--- config.mk ---
export PLATFORM = sky130hd
export DESIGN_NAME = column_sum_resolver
export DESIGN_NICKNAME = d
export VERILOG_FILES = /design/src/rtl/csr_pkg.sv /design/src/rtl/column_weight_sum.sv /design/src/rtl/column_sum_resolver.sv
export SDC_FILE = /design/constraint.sdc
export NUM_CORES = 1
export LEC_CHECK = 0
export ABC_AREA = 1
export CORE_MARGIN = 1.5
export CORE_UTILIZATION = 60
export CTS_BUF_LIST = sky130_fd_sc_hd__clkbuf_8
export CTS_CLUSTER_SIZE = 40
export DETAILED_ROUTE_END_ITERATION = 10
export GPL_TIMING_DRIVEN = 0
export PLACE_DENSITY_LB_ADDON = 0.2
export SYNTH_ARGS = -nofsm -noshare
export SYNTH_HDL_FRONTEND = slang
export SYNTH_HIERARCHICAL = 1
export SYNTH_SLANG_ARGS = --single-unit
export TNS_END_PERCENT = 30
--- constraint.sdc ---
create_clock -name clk -period 5.6 [get_ports clk]
set_clock_uncertainty 0.05 [all_clocks]
set_input_delay 1.4 -clock clk [delete_from_list [all_inputs] [get_ports clk]]
set_output_delay 1.4 -clock clk [all_outputs]
set_load 0.005 [all_outputs]
--- src/rtl/csr_pkg.sv ---
// Shared constants and types for column_sum_resolver and its column_weight_sum helper.
// Column words carry four bit groups whose bits count with weights 1, 2, 4 and 8.
package csr_pkg;

  localparam int COL_W   = 48;
  localparam int SUM_W   = 8;
  localparam int CARRY_W = 8;
  localparam int NUM_GRP = 4;

  localparam int GRP_BOUND  [NUM_GRP+1] = '{0, 6, 24, 42, 48};
  localparam int GRP_WEIGHT [NUM_GRP]   = '{1, 2, 4, 8};

  typedef enum logic [1:0] {
    ACCUM,
    FLUSH,
    LAST
  } state_e;

endpackage

--- src/rtl/column_weight_sum.sv ---
// Combinational resolver for one compressed column word: it returns the weighted population count (0..162).
// Each group is popcounted on its own, and the group counts are then scaled and added.
module column_weight_sum
  import csr_pkg::*;
(
  input  logic [COL_W-1:0] data_i,
  output logic [SUM_W-1:0] sum_o
);

  logic [SUM_W-1:0] grp_sum [NUM_GRP];

  for (genvar gi = 0; gi < NUM_GRP; gi++) begin : g_grp
    logic [SUM_W-1:0] cnt;

    always_comb begin
      cnt = '0;
      for (int b = GRP_BOUND[gi]; b < GRP_BOUND[gi+1]; b++) begin
        cnt = cnt + SUM_W'(data_i[b]);
      end
    end

    assign grp_sum[gi] = cnt * SUM_W'(GRP_WEIGHT[gi]);
  end

  always_comb begin
    sum_o = '0;
    for (int g = 0; g < NUM_GRP; g++) begin
      sum_o = sum_o + grp_sum[g];
    end
  end

endmodule

--- src/rtl/column_sum_resolver.sv ---
// Serial carry-propagate resolver. It takes one column per cycle and packs the result bits into OUT_W-bit words.
// Define CSR_FRAME_CNT_EN to add the frame_cnt output, which counts handshakes on the last word of each frame.
module column_sum_resolver
  import csr_pkg::*;
#(
  parameter int OUT_W = 16
) (
  input  logic                       clk,
  input  logic                       rst_n,
  input  logic                       s_valid,
  output logic                       s_ready,
  input  logic [COL_W-1:0]           s_data,
  input  logic                       s_last,
  output logic                       m_valid,
  input  logic                       m_ready,
  output logic [OUT_W-1:0]           m_data,
  output logic [$clog2(OUT_W+1)-1:0] m_nbits,
  output logic                       m_last
`ifdef CSR_FRAME_CNT_EN
  ,
  output logic [15:0]                frame_cnt
`endif
);

  localparam int NB_W = $clog2(OUT_W+1);
  localparam logic [NB_W-1:0] FULL_CNT = NB_W'(OUT_W);

  state_e              state_q, state_d;
  logic [CARRY_W-1:0]  carry_q, carry_d;
  logic [2:0]          flush_cnt_q, flush_cnt_d;
  logic [OUT_W-1:0]    pack_q, pack_d;
  logic [NB_W-1:0]     pack_cnt_q, pack_cnt_d;
  logic                out_valid_q, out_valid_d;
  logic [OUT_W-1:0]    out_data_q, out_data_d;
  logic [NB_W-1:0]     out_nbits_q, out_nbits_d;
  logic                out_last_q, out_last_d;
  logic                init_q;

  logic [SUM_W-1:0]    col_sum;
  logic [SUM_W:0]      col_total;
  logic                out_free, pack_full, stall, shift_en, bit_in;

  column_weight_sum u_weight (
    .data_i (s_data),
    .sum_o  (col_sum)
  );

  assign col_total = {1'b0, col_sum} + {1'b0, carry_q};
  assign out_free  = !out_valid_q || m_ready;
  assign pack_full = (pack_cnt_q == FULL_CNT);
  assign stall     = pack_full && !out_free;
  // init_q keeps s_ready low during reset and for the first cycle after reset is released.
  assign s_ready   = init_q && (state_q == ACCUM) && !stall;

  always_comb begin
    state_d     = state_q;
    carry_d     = carry_q;
    flush_cnt_d = flush_cnt_q;
    pack_d      = pack_q;
    pack_cnt_d  = pack_cnt_q;
    out_valid_d = out_valid_q;
    out_data_d  = out_data_q;
    out_nbits_d = out_nbits_q;
    out_last_d  = out_last_q;
    shift_en    = 1'b0;
    bit_in      = 1'b0;

    if (out_valid_q && m_ready) out_valid_d = 1'b0;

    case (state_q)
      ACCUM: begin
        if (s_valid && s_ready) begin
          shift_en = 1'b1;
          bit_in   = col_total[0];
          carry_d  = col_total[SUM_W:1];
          if (s_last) begin
            state_d     = FLUSH;
            flush_cnt_d = 3'd7;
          end
        end
      end
      FLUSH: begin
        if (!stall) begin
          shift_en = 1'b1;
          bit_in   = carry_q[0];
          carry_d  = carry_q >> 1;
          if (flush_cnt_q == 3'd0) state_d = LAST;
          else flush_cnt_d = flush_cnt_q - 3'd1;
        end
      end
      LAST: begin
        // The pack holds every remaining bit here (1..OUT_W), so the final word is never empty.
        if (out_free) begin
          out_valid_d = 1'b1;
          out_data_d  = pack_q;
          out_nbits_d = pack_cnt_q;
          out_last_d  = 1'b1;
          pack_d      = '0;
          pack_cnt_d  = '0;
          carry_d     = '0;
          state_d     = ACCUM;
        end
      end
      default: state_d = ACCUM;
    endcase

    // A full pack is moved lazily, so the last word of a frame always leaves from LAST and carries m_last.
    if (state_q != LAST && pack_full && out_free) begin
      out_valid_d = 1'b1;
      out_data_d  = pack_q;
      out_nbits_d = FULL_CNT;
      out_last_d  = 1'b0;
      pack_d      = '0;
      pack_cnt_d  = '0;
    end

    if (shift_en) begin
      pack_d     = pack_d | (OUT_W'(bit_in) << pack_cnt_d);
      pack_cnt_d = pack_cnt_d + 1'b1;
    end
  end

  always_ff @(posedge clk or negedge rst_n) begin
    if (!rst_n) begin
      state_q     <= ACCUM;
      carry_q     <= '0;
      flush_cnt_q <= '0;
      pack_q      <= '0;
      pack_cnt_q  <= '0;
      out_valid_q <= 1'b0;
      out_data_q  <= '0;
      out_nbits_q <= '0;
      out_last_q  <= 1'b0;
      init_q      <= 1'b0;
    end else begin
      state_q     <= state_d;
      carry_q     <= carry_d;
      flush_cnt_q <= flush_cnt_d;
      pack_q      <= pack_d;
      pack_cnt_q  <= pack_cnt_d;
      out_valid_q <= out_valid_d;
      out_data_q  <= out_data_d;
      out_nbits_q <= out_nbits_d;
      out_last_q  <= out_last_d;
      init_q      <= 1'b1;
    end
  end

  assign m_valid = out_valid_q;
  assign m_data  = out_data_q;
  assign m_nbits = out_nbits_q;
  assign m_last  = out_last_q;

`ifdef CSR_FRAME_CNT_EN
  logic [15:0] frame_cnt_q;

  always_ff @(posedge clk or negedge rst_n) begin
    if (!rst_n) frame_cnt_q <= '0;
    else if (out_valid_q && m_ready && out_last_q) frame_cnt_q <= frame_cnt_q + 16'd1;
  end

  assign frame_cnt = frame_cnt_q;
`endif

endmodule

* After elaboration in Yosys (flattened, before gate mapping) *
Index checks and enable logic that the tools add are counted.

word-level totals
  logic and storage cells = 135
  register bits = 58
  output and inout port bits = 24

operators by class
  add/subtract/negate cells = 50
  muxes and demuxes = 42
  shift-type cells = 1
  eq/ne operators = 10
  reduce and logical (&&, ||, !) cells = 21
  bitwise operators = 1

operators by type and width
  operator                                                       count
  7-bit by 1-bit adder with 7-bit output                         16
  16-bit 2-to-1 mux                                              7
  6-bit by 1-bit adder with 6-bit output                         16
  5-bit 2-to-1 mux                                               7
  8-bit by 1-bit adder with 8-bit output                         4
  8-bit adder                                                    3
  8-bit 2-to-1 mux                                               3
  8-bit case mux with 3 select lines                             1
  5-bit by 1-bit adder with 5-bit output                         4
  16-bit OR                                                      1
  1-bit by 5-bit left shift with 16-bit output                   1
  3-bit 2-to-1 mux                                               4
  2-bit inequality test, second input constant                   6
  1-bit 2-to-1 mux                                               11
  2-bit 2-to-1 mux                                               5
  5-bit AND reduction                                            2
  8-bit by 8-bit adder with 9-bit output                         1
  1-bit by 1-bit adder with 2-bit output                         4
  1-bit logical AND                                              7
  2-bit case mux with 3 select lines                             1
  3-bit case mux with 2 select lines                             1
  2-bit nonzero test                                             3
  5-bit by 1-bit adder with 5-bit output, second input constant  1
  5-bit equality test, second input constant                     1
  other kinds (12)                                               15

* Longest topological paths before layout *
Gate-level depths: netlist (run 1).

  depth in word-level cells = 26
  gate-level depth with buffers = 33
  depth with buffers taken out = 33

* By module *
Netlist (run 1), hierarchy kept.

modules (own cells, without submodules)
  module               area each (µm²)  cells each  instances
  column_sum_resolver  3080.5           360         1
  column_weight_sum    1536.5           188         1

* Worst setup path after synthesis (run 1) *
No wires, ideal clock.

  path kind = input port to flip-flop
  from = input s_data[6]
  to = register carry_q[6]
  slack = -1.690 ns
  required time = 5.434 ns
  stages on the path = 29
  path buffers = 0
  arrival = 7.124 ns
  cells stage by stage = inv_1 -> fa_1 -> fa_1 -> fa_1 -> fa_1 -> fa_1 -> inv_1 -> ha_1 -> fa_1 -> nand2_1 -> inv_1 -> o21ai_0 -> fa_1 -> inv_1 -> ha_1 -> ha_1 -> inv_1 -> nor2_1 -> nand2_1 -> nand3_1 -> nand2_1 -> ha_1 -> a21oi_1 -> a21boi_0 -> nand3_1 -> nand3_1 -> nand2_1 -> nand2_1 -> nand2_1

on the way
  word-level cells in the longest chain between the ends = 23

RTL lines
  element                                                RTL line                    RTL
  from (decl)                                            column_sum_resolver.sv:12   input logic [COL_W-1:0] s_data,
  1-bit by 1-bit adder with 2-bit output                 column_weight_sum.sv:18     cnt = cnt + SUM_W'(data_i[b]);
  7-bit by 1-bit adder with 7-bit output (16 in series)  column_weight_sum.sv:18
  8-bit adder (3 in series)                              column_weight_sum.sv:28     sum_o = sum_o + grp_sum[g];
  named net col_sum[6]                                   column_sum_resolver.sv:39   logic [SUM_W-1:0] col_sum;
  8-bit by 8-bit adder with 9-bit output                 column_sum_resolver.sv:48   assign col_total = {1'b0, col_sum} + {1'b0, carry_q};
  8-bit 2-to-1 mux                                       column_sum_resolver.sv:72   if (s_valid && s_ready) begin
  8-bit case mux with 3 select lines                     column_sum_resolver.sv:70   case (state_q)
  to (signal assigned)                                   column_sum_resolver.sv:137  carry_q <= carry_d;
  to (decl)                                              column_sum_resolver.sv:29   logic [CARRY_W-1:0] carry_q, carry_d;

The timed path passes the listed nets, and every way through them passes these cells. The select of a mux whose other input is x is not followed.
A chain may end at the register's enable or synchronous reset.

* Worst setup path in the final report (run 1) *
  from = input s_data[33]
  to = register carry_q[5]

on the way
  word-level cells in the longest chain between the ends = 14

RTL lines
  element                                               RTL line
  6-bit by 1-bit adder with 6-bit output (9 in series)  column_weight_sum.sv:18
  8-bit adder (2 in series)                             column_weight_sum.sv:28
  named net col_sum[5]                                  column_sum_resolver.sv:39
  8-bit by 8-bit adder with 9-bit output                column_sum_resolver.sv:48
  8-bit 2-to-1 mux                                      column_sum_resolver.sv:72
  8-bit case mux with 3 select lines                    column_sum_resolver.sv:70

The timed path passes the listed nets, and every way through them passes these cells. The select of a mux whose other input is x is not followed.

==> results.yml, run 1 <==
status:
  outcome: "finished with violations"
  violations: "negative setup slack"
cts:
  clock_sinks: 58
  cts_buffers: 9
  cts_tree: "built"
  htree_levels: 3
  clk-insertion-delay-late_ns: 0.34
  clkSlewWorstSetupHoldPaths_ns: 0.07
  root_buffer: "clkbuf_8"
  cts_buffer_depth: 2
finish:
  fill_cells: 418
  final_common_cell: "nand2_1"
  antenna_cells: 0
  area_delta_synth_final_pct: 30.7
  mostFrequentLayoutCells: "117 x nand2_1, 101 x inv_1, 63 x clkdlybuf4s50_1"
  final_area_um2: 6040
  drive_above_1_share_pct: 21.3
  final_net_count: 772
critical_path:
  worst-path-max-fanout: 5
  path_class: "in -> reg"
  cp-end-kind: "flip-flop"
  crit_top_cell: "fa_1"
  crit_required_ns: 5.79
  start_kind: "input port"
  slowest_delay_ns: 0.58
  cp_data_arrival_time_ns: 7.23
  critPathSlowestCell: "fa_1"
routing:
  route.detailed.drc: 0
  finalWirelength_um: 10600
  vias_per_cell: 5.20
  vias: 3882
  postRouteAntennaNets: 0
  initialDrtViolationCount: 141
  wl_per_cell_um: 14.2
  first_pass_iters: 5
yosys:
  ys_types: 36
  synth_area_per_cell_um2: 8.43
  syn_inst: 548
  synth-async-reset-ratio_pct: 100
  synth_nets: 678
  synth_ff_type: "dfrtp_1"
  ys_warn_count: 6
  ys_seq_elements: 58
  synth_edf_count: 0
  seq_area_frac_synth_pct: 31.4
  syn_area_um2: 4620
floorplanning:
  rows: 31
  core_area_um2: 7330
  die_y_um: 90.7
  initial_utilization_pct: 63.0
  dieArea_um2: 8230
  ios: 77
  die_w_um: 90.7
placed_design:
  gp_congestion: 0.897
  placed_cell_area_um2: 5620
  port_buffers: 76
  dp_hpwl_um: 7480
global_route:
  grt_remaining_overflow: 0
  grt_max_degree: 33
  grt_pass1_vias: 4022
  antenna_found_initial: 0
  grt_pass1_wl_um: 18000
  grt_use_total_pct: 27.5
timing:
  min_period_over_period_pct: 126
  final_hold_viol_count: 0
  rsz0062_at_grt: "yes"
  setup_violations: 8
  period_needed_ns: 7.04
  maxSlewViolCount: 0
  max_freq_mhz: 142
  worst_slew_pin_slew_ns: 0.604
  worst_slack_ns: -1.44
  relSlewSlack_pct: 59.8
hold_path:
  hold_class: "reg -> reg"
flow_run:
  cap_violations: 0
[per-stage QoR]
step | utilization (%) | hold slack, ns | instances | TNS (ns) | worst slack, ns
global placement | 76.5 | 0.405 | 723 | -13.81 | -2.14
global route | 82.3 | 0.452 | 746 | -8.52 | -1.61
CTS | 81.2 | 0.423 | 746 | -7.20 | -1.32
finish | 82.3 | 0.425 | 746 | -7.30 | -1.44
floorplan | - | 0.392 | 548 | -7.82 | -1.38
detailed placement | 76.7 | 0.407 | 724 | -14.31 | -2.24
[kinds of logic after synthesis]
family | Yosys count | share of synthesized area [%]
AO/OA/AOI/OAI | 66 | 8.62
flip-flops | 58 | 31.4
buffers and inverters | 138 | 11.4
AND/OR/NAND/NOR | 195 | 19.6
adder cells (fa/ha/maj) | 77 | 26.4
other | 1 | 0.0812
XOR/XNOR | 13 | 2.47
[flip-flops by register name, indices dropped and copies added (netlist names)]
register / flops
m_valid: 1
m_nbits: 5
flush_cnt_q: 3
carry_q: 8
m_data: 16
m_last: 1
pack_q: 16
pack_cnt_q: 5
state_q: 2
init_q: 1
[cell usage after synthesis, types with 9 or more instances]
library cell | n | area share [%]
inv_2 | 11 | 0.89
ha_1 | 43 | 12
o21ai_0 | 25 | 2.7
nand2_1 | 121 | 9.8
o21bai_1 | 10 | 1.6
dfrtp_1 | 58 | 31
a21oi_1 | 11 | 1.2
inv_1 | 120 | 9.8
nor2_1 | 21 | 1.7
nand3_1 | 22 | 2.4
nand4_1 | 9 | 1.2
fa_1 | 34 | 15
[worst max-delay path, delay by kind of cell]
kind	cells	cell delay, ns
AND/OR/NAND/NOR	12	0.93
buffers and inverters	7	0.36
adder cells (fa/ha/maj)	11	4.54
[cell type report]
class                      count  area (µm²)  area share [%]
tap                           99         124            2.05
sequential                    58        1450            24.0
buffer                         6        28.8           0.477
timing repair buffer          83         788            13.1
clock inverter                 6        41.3           0.684
multi-input combinational    352        2960            49.0
inverter                     132         505            8.37
clock buffer                  10         138            2.28
[final timing paths]
| path | end | from | slack, ns | cells after the start |
|---|---|---|---|---|
| setup reg to reg | pack_cnt_q[4] | state_q[0] | 3.47 | 10 |
| hold / removal | m_data[1] | pack_q[1] | 0.43 | 2 |
| hold reg to reg | m_data[1] | pack_q[1] | 0.43 | 2 |
| min in group asynchronous | m_data[12] | rst_n | 1.02 | 1 |
| setup / recovery | carry_q[5] | s_data[33] | -1.44 | 30 |
| max in group asynchronous | m_last | rst_n | 3.90 | 2 |
[per-layer routing]
| layer | global-route usage [%] | share of wire, % | up-vias |
|---|---|---|---|
| met5 | 0 | 0 | - |
| met1 | 32.0 | 40 | 1868 |
| met4 | 9.66 | 3.1 | 0 |
| met3 | 5.72 | 4.5 | 25 |
| met2 | 49.6 | 53 | 115 |
| li1 | - | - | 1874 |
[timing repair]
action	4_1_cts	5_1_grt
gates resized for setup	65	26
setup buffers	6	0
hold buffers	0	0
pin swaps	41	3
setup endpoints to repair	8	8
Power of run 1 is left out: the tool's default activity adds up to more than one toggle a clock period on the data nets, which glitch-free logic cannot reach.
==> run 2: changes to the inputs <==
- HOLD_SLACK_MARGIN: not set -> 0.06
==> results of run 2 <==
No change in the layout: final DEF, timing and power equal those of run 1.
Power of run 2 is left out for the same reason.
